**src/rtl/stopwatch_pkg.sv**
```systemverilog
// Shared types and elaboration-time helpers for the stopwatch timekeeping core.
package stopwatch_pkg;

    typedef enum logic [1:0] {RUN, PAUSED, ADJUST} state_t;

    typedef struct packed {
        logic [3:0] tens;
        logic [3:0] ones;
    } bcd_t;

    function automatic int unsigned div_of(input int unsigned clk_hz, input int unsigned rate_hz);
        return clk_hz / rate_hz;
    endfunction

    function automatic int unsigned cnt_width(input int unsigned div);
        return (div < 2) ? 1 : $clog2(div);
    endfunction

    function automatic bcd_t to_bcd(input int unsigned n);
        bcd_t b;
        b.tens = 4'((n / 10) % 10);
        b.ones = 4'(n % 10);
        return b;
    endfunction

    // Increment a two-digit BCD value, rolling over to 00 after lim.
    function automatic bcd_t bcd_inc(input bcd_t v, input bcd_t lim);
        bcd_t r;
        if (v == lim) begin
            r = '0;
        end else if (v.ones == 4'd9) begin
            r.tens = v.tens + 4'd1;
            r.ones = '0;
        end else begin
            r.tens = v.tens;
            r.ones = v.ones + 4'd1;
        end
        return r;
    endfunction

endpackage

```
**src/rtl/tick_gen.sv**
```systemverilog
// Integer prescaler: one-cycle tick every DIV enabled cycles, with synchronous clear.
module tick_gen
    import stopwatch_pkg::*;
#(
    parameter int unsigned DIV = 2
) (
    input  logic clk,
    input  logic rst,
    input  logic en,
    input  logic clr,
    output logic tick
);

    localparam int unsigned    W    = cnt_width(DIV);
    localparam logic [W-1:0]   LAST = W'(DIV - 1);

    if (DIV < 2) begin : g_div_chk
        $error("tick_gen: divisor must be at least 2");
    end

    logic [W-1:0] cnt;

    assign tick = en && (cnt == LAST);

    always_ff @(posedge clk or negedge rst) begin
        if (!rst) begin
            cnt <= '0;
        end else if (clr) begin
            cnt <= '0;
        end else if (en) begin
            cnt <= tick ? '0 : cnt + 1'b1;
        end
    end

endmodule

```
**src/rtl/stopwatch_core.sv**
```systemverilog
// MM:SS BCD stopwatch core with run/pause/adjust control, lap capture and wrap pulse.
module stopwatch_core
    import stopwatch_pkg::*;
#(
    parameter int unsigned CLK_HZ   = 100_000_000,
    parameter int unsigned TICK_HZ  = 1,
    parameter int unsigned ADJ_HZ   = 2,
    parameter int unsigned BLINK_HZ = 4,
    parameter int unsigned MAX_MIN  = 99
) (
    input  logic       clk,
    input  logic       rst,
    input  logic       pause_p,
    input  logic       clr_p,
    input  logic       lap_p,
    input  logic       adj,
    input  logic       sel,
    output logic [7:0] min_bcd,
    output logic [7:0] sec_bcd,
    output logic [7:0] lap_min_bcd,
    output logic [7:0] lap_sec_bcd,
    output logic       lap_valid,
    output logic       running,
    output logic       adjusting,
    output logic       blank_min,
    output logic       blank_sec,
    output logic       wrap
);

    localparam int unsigned CNT_DIV   = div_of(CLK_HZ, TICK_HZ);
    localparam int unsigned ADJ_DIV   = div_of(CLK_HZ, ADJ_HZ);
    localparam int unsigned BLINK_DIV = div_of(CLK_HZ, 2 * BLINK_HZ);
    localparam bcd_t        MIN_MAX   = to_bcd(MAX_MIN);
    localparam bcd_t        SEC_MAX   = to_bcd(59);

    if (MAX_MIN < 1 || MAX_MIN > 99) begin : g_max_chk
        $error("stopwatch_core: MAX_MIN must be in 1..99");
    end

    state_t state, state_nx, resume, resume_nx;
    bcd_t   min_q, sec_q, min_nx, sec_nx, lap_min_q, lap_sec_q;
    logic   wrap_nx, phase, phase_nx;
    logic   cnt_tick, adj_tick, blink_tick;

    tick_gen #(.DIV(CNT_DIV)) u_cnt_tick (
        .clk(clk), .rst(rst), .en(state == RUN), .clr(clr_p), .tick(cnt_tick)
    );

    // Adjust and blink prescalers sit cleared outside ADJUST so both restart on entry.
    tick_gen #(.DIV(ADJ_DIV)) u_adj_tick (
        .clk(clk), .rst(rst), .en(state == ADJUST), .clr(state != ADJUST), .tick(adj_tick)
    );

    tick_gen #(.DIV(BLINK_DIV)) u_blink_tick (
        .clk(clk), .rst(rst), .en(state == ADJUST), .clr(state != ADJUST), .tick(blink_tick)
    );

    always_comb begin
        state_nx  = state;
        resume_nx = resume;
        case (state)
            RUN, PAUSED: begin
                if (adj) begin
                    state_nx  = ADJUST;
                    resume_nx = state;
                end else if (pause_p) begin
                    state_nx = (state == RUN) ? PAUSED : RUN;
                end
            end
            ADJUST:  if (!adj) state_nx = resume;
            default: state_nx = RUN;
        endcase
    end

    always_comb begin
        min_nx  = min_q;
        sec_nx  = sec_q;
        wrap_nx = 1'b0;
        if (clr_p) begin
            min_nx = '0;
            sec_nx = '0;
        end else if (state == ADJUST) begin
            if (adj_tick) begin
                if (sel) sec_nx = bcd_inc(sec_q, SEC_MAX);
                else     min_nx = bcd_inc(min_q, MIN_MAX);
            end
        end else if (cnt_tick) begin
            sec_nx = bcd_inc(sec_q, SEC_MAX);
            if (sec_q == SEC_MAX) begin
                min_nx  = bcd_inc(min_q, MIN_MAX);
                wrap_nx = (min_q == MIN_MAX);
            end
        end
    end

    always_comb begin
        phase_nx = 1'b0;
        if (state == ADJUST && state_nx == ADJUST) phase_nx = phase ^ blink_tick;
    end

    always_ff @(posedge clk or negedge rst) begin
        if (!rst) begin
            state     <= RUN;
            resume    <= RUN;
            min_q     <= '0;
            sec_q     <= '0;
            lap_min_q <= '0;
            lap_sec_q <= '0;
            lap_valid <= 1'b0;
            wrap      <= 1'b0;
            phase     <= 1'b0;
            blank_min <= 1'b0;
            blank_sec <= 1'b0;
        end else begin
            state     <= state_nx;
            resume    <= resume_nx;
            min_q     <= min_nx;
            sec_q     <= sec_nx;
            wrap      <= wrap_nx;
            phase     <= phase_nx;
            blank_min <= (state_nx == ADJUST) && !sel && phase_nx;
            blank_sec <= (state_nx == ADJUST) &&  sel && phase_nx;
            if (clr_p) begin
                lap_min_q <= '0;
                lap_sec_q <= '0;
                lap_valid <= 1'b0;
            end else if (lap_p) begin
                lap_min_q <= min_q;
                lap_sec_q <= sec_q;
                lap_valid <= 1'b1;
            end
        end
    end

    assign min_bcd     = min_q;
    assign sec_bcd     = sec_q;
    assign lap_min_bcd = lap_min_q;
    assign lap_sec_bcd = lap_sec_q;
    assign running     = (state == RUN);
    assign adjusting   = (state == ADJUST);

endmodule

```
**config.mk**
```make
export PLATFORM = sky130hd
export DESIGN_NAME = stopwatch_core
export DESIGN_NICKNAME = d
export VERILOG_FILES = /design/src/rtl/stopwatch_pkg.sv /design/src/rtl/tick_gen.sv /design/src/rtl/stopwatch_core.sv
export SDC_FILE = /design/constraint.sdc
export NUM_CORES = 1
export LEC_CHECK = 0
export BUFFER_PORTS_ARGS = -buffer_cell sky130_fd_sc_hd__buf_4
export CAP_MARGIN = 30
export CORE_MARGIN = 4
export CORE_UTILIZATION = 25
export DETAILED_ROUTE_END_ITERATION = 10
export GPL_TIMING_DRIVEN = 0
export PLACE_DENSITY_LB_ADDON = 0.3
export SETUP_SLACK_MARGIN = 0.15
export SYNTH_ARGS = -nofsm -noshare
export SYNTH_HDL_FRONTEND = slang
export SYNTH_SLANG_ARGS = --single-unit
```
**constraint.sdc**
```tcl
create_clock -name clk -period 6.9 [get_ports clk]
set_clock_uncertainty 0.05 [all_clocks]
set_input_delay 1.035 -clock clk [delete_from_list [all_inputs] [get_ports clk]]
set_output_delay 1.035 -clock clk [all_outputs]
set_load 0.005 [all_outputs]
```
==> results_dict.tcl, run 1 <==
set metrics [dict create \
    status "finished, final reports clean" \
    num_rows 57 \
    tns_ps 0 \
    fin_area_mm2 0.00760 \
    p_total_mw 1.76 \
    postCtsSetupRepairBufs 0 \
    routabilityCongestion 0.810 \
    vias 4904 \
    syn_avg_cell_area_um2 9.47 \
    layout_commonest_cell "dfrtp_1" \
    die_area_mm2 0.0273 \
    grt_setup_unrepaired "false" \
    dp_slack_ps 3880 \
    synth.net_count 671 \
    grtUsageTotal_pct 12.0 \
    clock_sinks 118 \
    cts_resized 0 \
    ys.flop_type "dfrtp_1" \
    final-max-slew-violation-count 0 \
    grt_pass1_vias 4799 \
    critPathMaxStageDelay_ps 480 \
    drt_iter0_drc 321 \
    final.min_clock_period_ps 3230 \
    syn-cell-area_mm2 0.00618 \
    cts_hold_buf 0 \
    async_flop_share_pct 100 \
    drive_gt1_share_pct 12.6 \
    slew_headroom_pct 41.6 \
    die_width_um 165 \
    worstSetupPathType "register to output pin" \
    ctsHtreeMaxLevel 4 \
    yosysWarningCount 0 \
    vias_per_cell 4.65 \
    worst_slack_ps 3670 \
    wl_per_cell_um 14.7 \
    cp_top_family "buffers and inverters" \
    cts_buffers 17 \
    holdWs_ps 444 \
    grt_overflow 0 \
    ys_ff_latch 118 \
    hold_viol 0 \
    period_share_pct 46.9 \
    drt_wl_total_um 15500 \
    worstPathRequired_ps 5810 \
    clockBufferDepth 2 \
    worstSetupStartpointType "register" \
    ctsRootBufferMaster "clkbuf_16" \
    vdd_drop_max_mv 0.156 \
    power_per_cell_area_mw_per_mm2 231 \
    placed_area_mm2 0.00696 \
    worstPathMaxFanout 10 \
    grt_max_degree 87 \
    fin_cells 1055 \
    synth_seq_area_share_pct 47.8 \
    placed_cells 1024 \
    finalSetupViolCount 0 \
    io_buffer_count 43 \
    yosys.cell_types.count 58 \
    cp-end-kind "output pin" \
    ant_nets 0 \
    multi_input_area_mm2 0.00307 \
    path_buf_inv 4 \
    start_util_pct 25.4 \
    synth_edf_count 0 \
    antenna_cells 0 \
    nNetsFinal 737 \
    critPathMostFrequentCell "clkbuf_1" \
    syn_inst 653 \
    dr.pass1.iters 4 \
    arrival_ps 2150 \
    p_leak_nw 3.19 \
    core_mm2 0.0243 \
    area_growth_pct 23.0 \
    dp_hpwl_um 10700 \
    path_clk_slew_ps 50 \
    io_pins 45 \
    clk_latency_ps 410 \
    regArea_mm2 0.00295 \
    tightestPinTransition_ps 868 \
    fin_util_pct 31.3 \
    hold_path.class "register to register" \
    fill_cells 2509 \
    drv_cap 0 \
    grt_pass1_wl_um 25800 \
    antenna_found_initial 0 \
    drc 0 \
    slowest_stage "clkbuf_1" \
    clock.fmax_ghz 0.309 \
    final_cell_mix "118 x dfrtp_1, 113 x nor2_1, 50 x nand2_1" \
    die_h_um 165 \
    crit_chain "nand2b_1 > clkbuf_1 > inv_1 > clkbuf_1 > buf_4" \
    cts_tree "built" \
]
-- cell families (layout without fill, tap and decap cells) --
family                   after synthesis  after routing  synth area share [%]
AND/OR/NAND/NOR                      343            343                  28.3
flip-flops                           118            118                  47.8
XOR/XNOR                              65             65                  9.21
AO/OA/AOI/OAI                         54             54                  6.03
buffers and inverters                 38            116                  2.53
multiplexers                          24             24                  3.95
adder cells (fa/ha/maj)               11             11                  2.23
-- power by group --
part	total, mW	internal [mW]	switching [mW]
logic	0.0766	0.0215	0.0551
registers	0.708	0.700	0.00801
clock network	0.972	0.665	0.307
total	1.76	1.39	0.370
-- flip-flops by register name (all words and copies together), names as in the netlist, 2 cells and up --
register	cells
u_cnt_tick.cnt	27
state	2
sec_bcd	8
lap_sec_bcd	8
u_adj_tick.cnt	26
min_bcd	8
lap_min_bcd	8
u_blink_tick.cnt	24
resume	2
-- cells in the mapped netlist (3+ instances only) --
cell / count / share of area [%]
dfrtp_1: 118 / 48
and3_1: 10 / 1.0
nor2_1: 113 / 6.9
nand3_1: 45 / 3.6
nor4bb_1: 5 / 0.81
a211oi_1: 4 / 0.49
nand4_1: 33 / 3.3
and4_1: 10 / 1.4
nand2_1: 50 / 3.0
xnor2_1: 23 / 3.3
mux2_2: 3 / 0.55
o21ai_0: 10 / 0.81
a21oi_1: 15 / 1.2
buf_1: 3 / 0.18
or3_1: 7 / 0.71
xor2_1: 42 / 6.0
ha_1: 11 / 2.2
clkbuf_1: 17 / 1.0
nor2b_1: 5 / 0.51
or4_1: 5 / 0.61
inv_1: 14 / 0.85
nor3_1: 19 / 1.5
and3b_1: 3 / 0.43
and2_1: 6 / 0.61
nor4_1: 16 / 1.6
mux2i_1: 21 / 3.4
-- routing by layer --
| metal | up-vias | track usage (%) | wire length, µm |
|---|---|---|---|
| met4 | 0 | 3.78 | 187 |
| li1 | 2456 | - | - |
| met5 | - | 0 | 0 |
| met1 | 2361 | 17.1 | 7660 |
| met3 | 14 | 2.98 | 616 |
| met2 | 73 | 18.1 | 7010 |
-- worst register-to-register path, delay by kind of cell (launching register included) --
family,cells,cell delay (ps)
buffers and inverters,2,310
AOI/OAI and AO/OA,1,170
and+or+nand+nor,3,1140
muxes,1,360
DFF,1,440
-- final timing paths --
check	startpoint	to	slack [ps]	cells after the start
max in group asynchronous	rst	u_cnt_tick.cnt[18]	5590	2
min reg2reg	u_blink_tick.cnt[0]	u_blink_tick.cnt[0]	440	1
max	state[0]	adjusting	3670	5
min	u_blink_tick.cnt[0]	u_blink_tick.cnt[0]	440	1
max reg2reg	state[1]	sec_bcd[4]	4320	7
min in group asynchronous	rst	lap_min_bcd[7]	450	1
-- area by class of cell --
| cell class | instances | share of cell area (%) |
|---|---|---|
| multi-input cells | 497 | 40.4 |
| flip-flops and latches | 118 | 38.8 |
| repair buffers | 47 | 4.86 |
| inverters | 14 | 0.691 |
| well taps | 324 | 5.33 |
| clock inverters | 9 | 2.27 |
| plain buffers | 24 | 1.37 |
| clock buffers | 22 | 6.24 |
Note: power is estimated with default switching activity, not from simulation.
==> run 2, diff against run 1 <==
==> constraint.sdc (replaced) <==
create_clock -name clk -period 3.1 [get_ports clk]
set_clock_uncertainty 0.05 [all_clocks]
set_input_delay 0.465 -clock clk [delete_from_list [all_inputs] [get_ports clk]]
set_output_delay 0.465 -clock clk [all_outputs]
set_load 0.005 [all_outputs]
==> results_dict.tcl, run 2 (synthesis gave the netlist of run 1 again) <==
set metrics [dict create \
    met3_length_um 561 \
    io_pins 45 \
    highest_layer "met4" \
    worstSetupStartpointType "register" \
    die_h_um 165 \
    drt_iter0_drc 284 \
    grt_overflow 0 \
    wl_per_cell_um 14.7 \
    dp_slack_ps 483 \
    cp_top_family "buffers and inverters" \
    worstPathMaxFanout 10 \
    cts_tree "built" \
    core_mm2 0.0243 \
    grt_setup_unrepaired "false" \
    die_width_um 165 \
    drive_gt1_share_pct 12.6 \
    routabilityCongestion 0.810 \
    largest_reg_flops 27 \
    regMostFlops "u_cnt_tick.cnt" \
    grt_pass1_wl_um 25800 \
    antenna_cells 0 \
    rrSetupSlack_ps 500 \
    antenna_found_initial 0 \
    critPathMaxStageDelay_ps 500 \
    fill_cells 2508 \
    start_util_pct 25.4 \
    grt_max_degree 87 \
    dp_hpwl_um 10700 \
    die_area_mm2 0.0273 \
    clockBufferDepth 2 \
    arrival_ps 2180 \
    path_buf_inv 4 \
    drt_wl_total_um 15500 \
    ant_nets 0 \
    status "finished, final reports clean" \
    final.min_clock_period_ps 2690 \
    final-max-slew-violation-count 0 \
    clk_latency_ps 410 \
    hold_path.class "input port to register" \
    route.met2.wl_um 7000 \
    grt_pass1_vias 4806 \
    ctsHtreeMaxLevel 4 \
    reg2reg_to "sec_bcd[7]" \
    drc 0 \
    path_clk_slew_ps 50 \
    rr_startpoint "state[1]" \
    area_growth_pct 23.2 \
    dr.pass1.iters 4 \
    cts_buffers 17 \
    drv_cap 0 \
    vdd_drop_max_mv 0.347 \
    hold_viol 0 \
    whs_path_depth 2 \
    tns_ps 0 \
    wl_met1_um 7750 \
    hold_end "state[0]" \
    reg2reg_depth 6 \
    num_rows 57 \
    vias 4913 \
    reg.largest.list "u_cnt_tick.cnt (27), u_adj_tick.cnt (26), u_blink_tick.cnt (24)" \
    worst_slack_ps 408 \
    finalSetupViolCount 0 \
    final_cell_mix "118 x dfrtp_1, 113 x nor2_1, 50 x nand2_1" \
    slew_headroom_pct 42.8 \
    p_leak_nw 3.19 \
    critPathMostFrequentCell "clkbuf_1" \
    clock_sinks 118 \
    worstHoldStart "adj" \
    tightestPinTransition_ps 850 \
    vias_per_cell 4.65 \
    cp-end-kind "output pin" \
    io_buffer_count 43 \
    crit_chain "nand2b_1 > clkbuf_1 > inv_1 > clkbuf_1 > buf_4" \
    layout_commonest_cell "dfrtp_1" \
    cts_resized 0 \
    nNetsFinal 738 \
    ctsRootBufferMaster "clkbuf_16" \
    worstSetupPathType "register to output pin" \
    clock.fmax_ghz 0.371 \
    grtUsageTotal_pct 12.0 \
    power_per_cell_area_mw_per_mm2 514 \
    slowest_stage "clkbuf_1" \
    worstPathRequired_ps 2580 \
    period_share_pct 86.8 \
]
run 2: final cells by class:
type / instances / area, µm² / share of cell area, %
Tap cell: 324 / 405 / 5.33
Timing Repair Buffer: 48 / 379 / 4.98
Clock inverter: 9 / 173 / 2.27
Multi-Input combinational cell: 497 / 3070 / 40.4
Inverter: 14 / 52.6 / 0.690
Buffer: 24 / 104 / 1.36
Clock buffer: 22 / 474 / 6.23
Sequential cell: 118 / 2950 / 38.8
run 2: report_power, final:
part | switching [mW] | internal [mW] | leakage, nW
Clock | 0.686 | 1.48 | 0.316
Combinational | 0.123 | 0.0487 | 1.24
Sequential | 0.0179 | 1.56 | 1.64
run 2: through the flow:
step / hold slack [ps] / std cells / total power [mW] / util [%] / cell area, µm²
final: 210 / 1056 / 3.91 / 31.3 / 7610
after global routing: 187 / 1056 / 4.07 / 31.3 / 7610
after global placement: 432 / 1020 / 1.77 / 28.4 / 6910
after CTS: 184 / 1056 / 3.98 / 31.3 / 7610
after floorplan: 119 / 653 / 1.69 / - / 6180
after detailed placement: 325 / 1024 / 1.78 / 28.6 / 6960
run 2: worst max-delay path by stage:
stage / start / to / cells after the start
after floorplan: state[1] / sec_bcd[4] / 7
after global placement: state[1] / sec_bcd[7] / 6
after detailed placement: state[1] / sec_bcd[7] / 6
after CTS: state[0] / adjusting / 5
after global routing: state[0] / adjusting / 5
final: state[0] / adjusting / 5
run 2: worst reg2reg max path, stage by stage, from the launching register on:
cell and delay (ps):
dfrtp_1 440, or2_1 250, clkbuf_1 160, or4_4 590, nor2_1 440, o2bb2ai_1 210, mux2_2 350
run 2: timing repair:
item	in CTS	in global routing
hold buffers	1	0
buffers inserted	0	0
hold endpoints to repair	32	0
run 2: metal layers:
metal  vias to the layer above  track usage, %
met2                        65            18.1
li1                       2456               -
met4                         0            3.78
met5                         -               0
met1                      2378            17.1
met3                        14            2.98
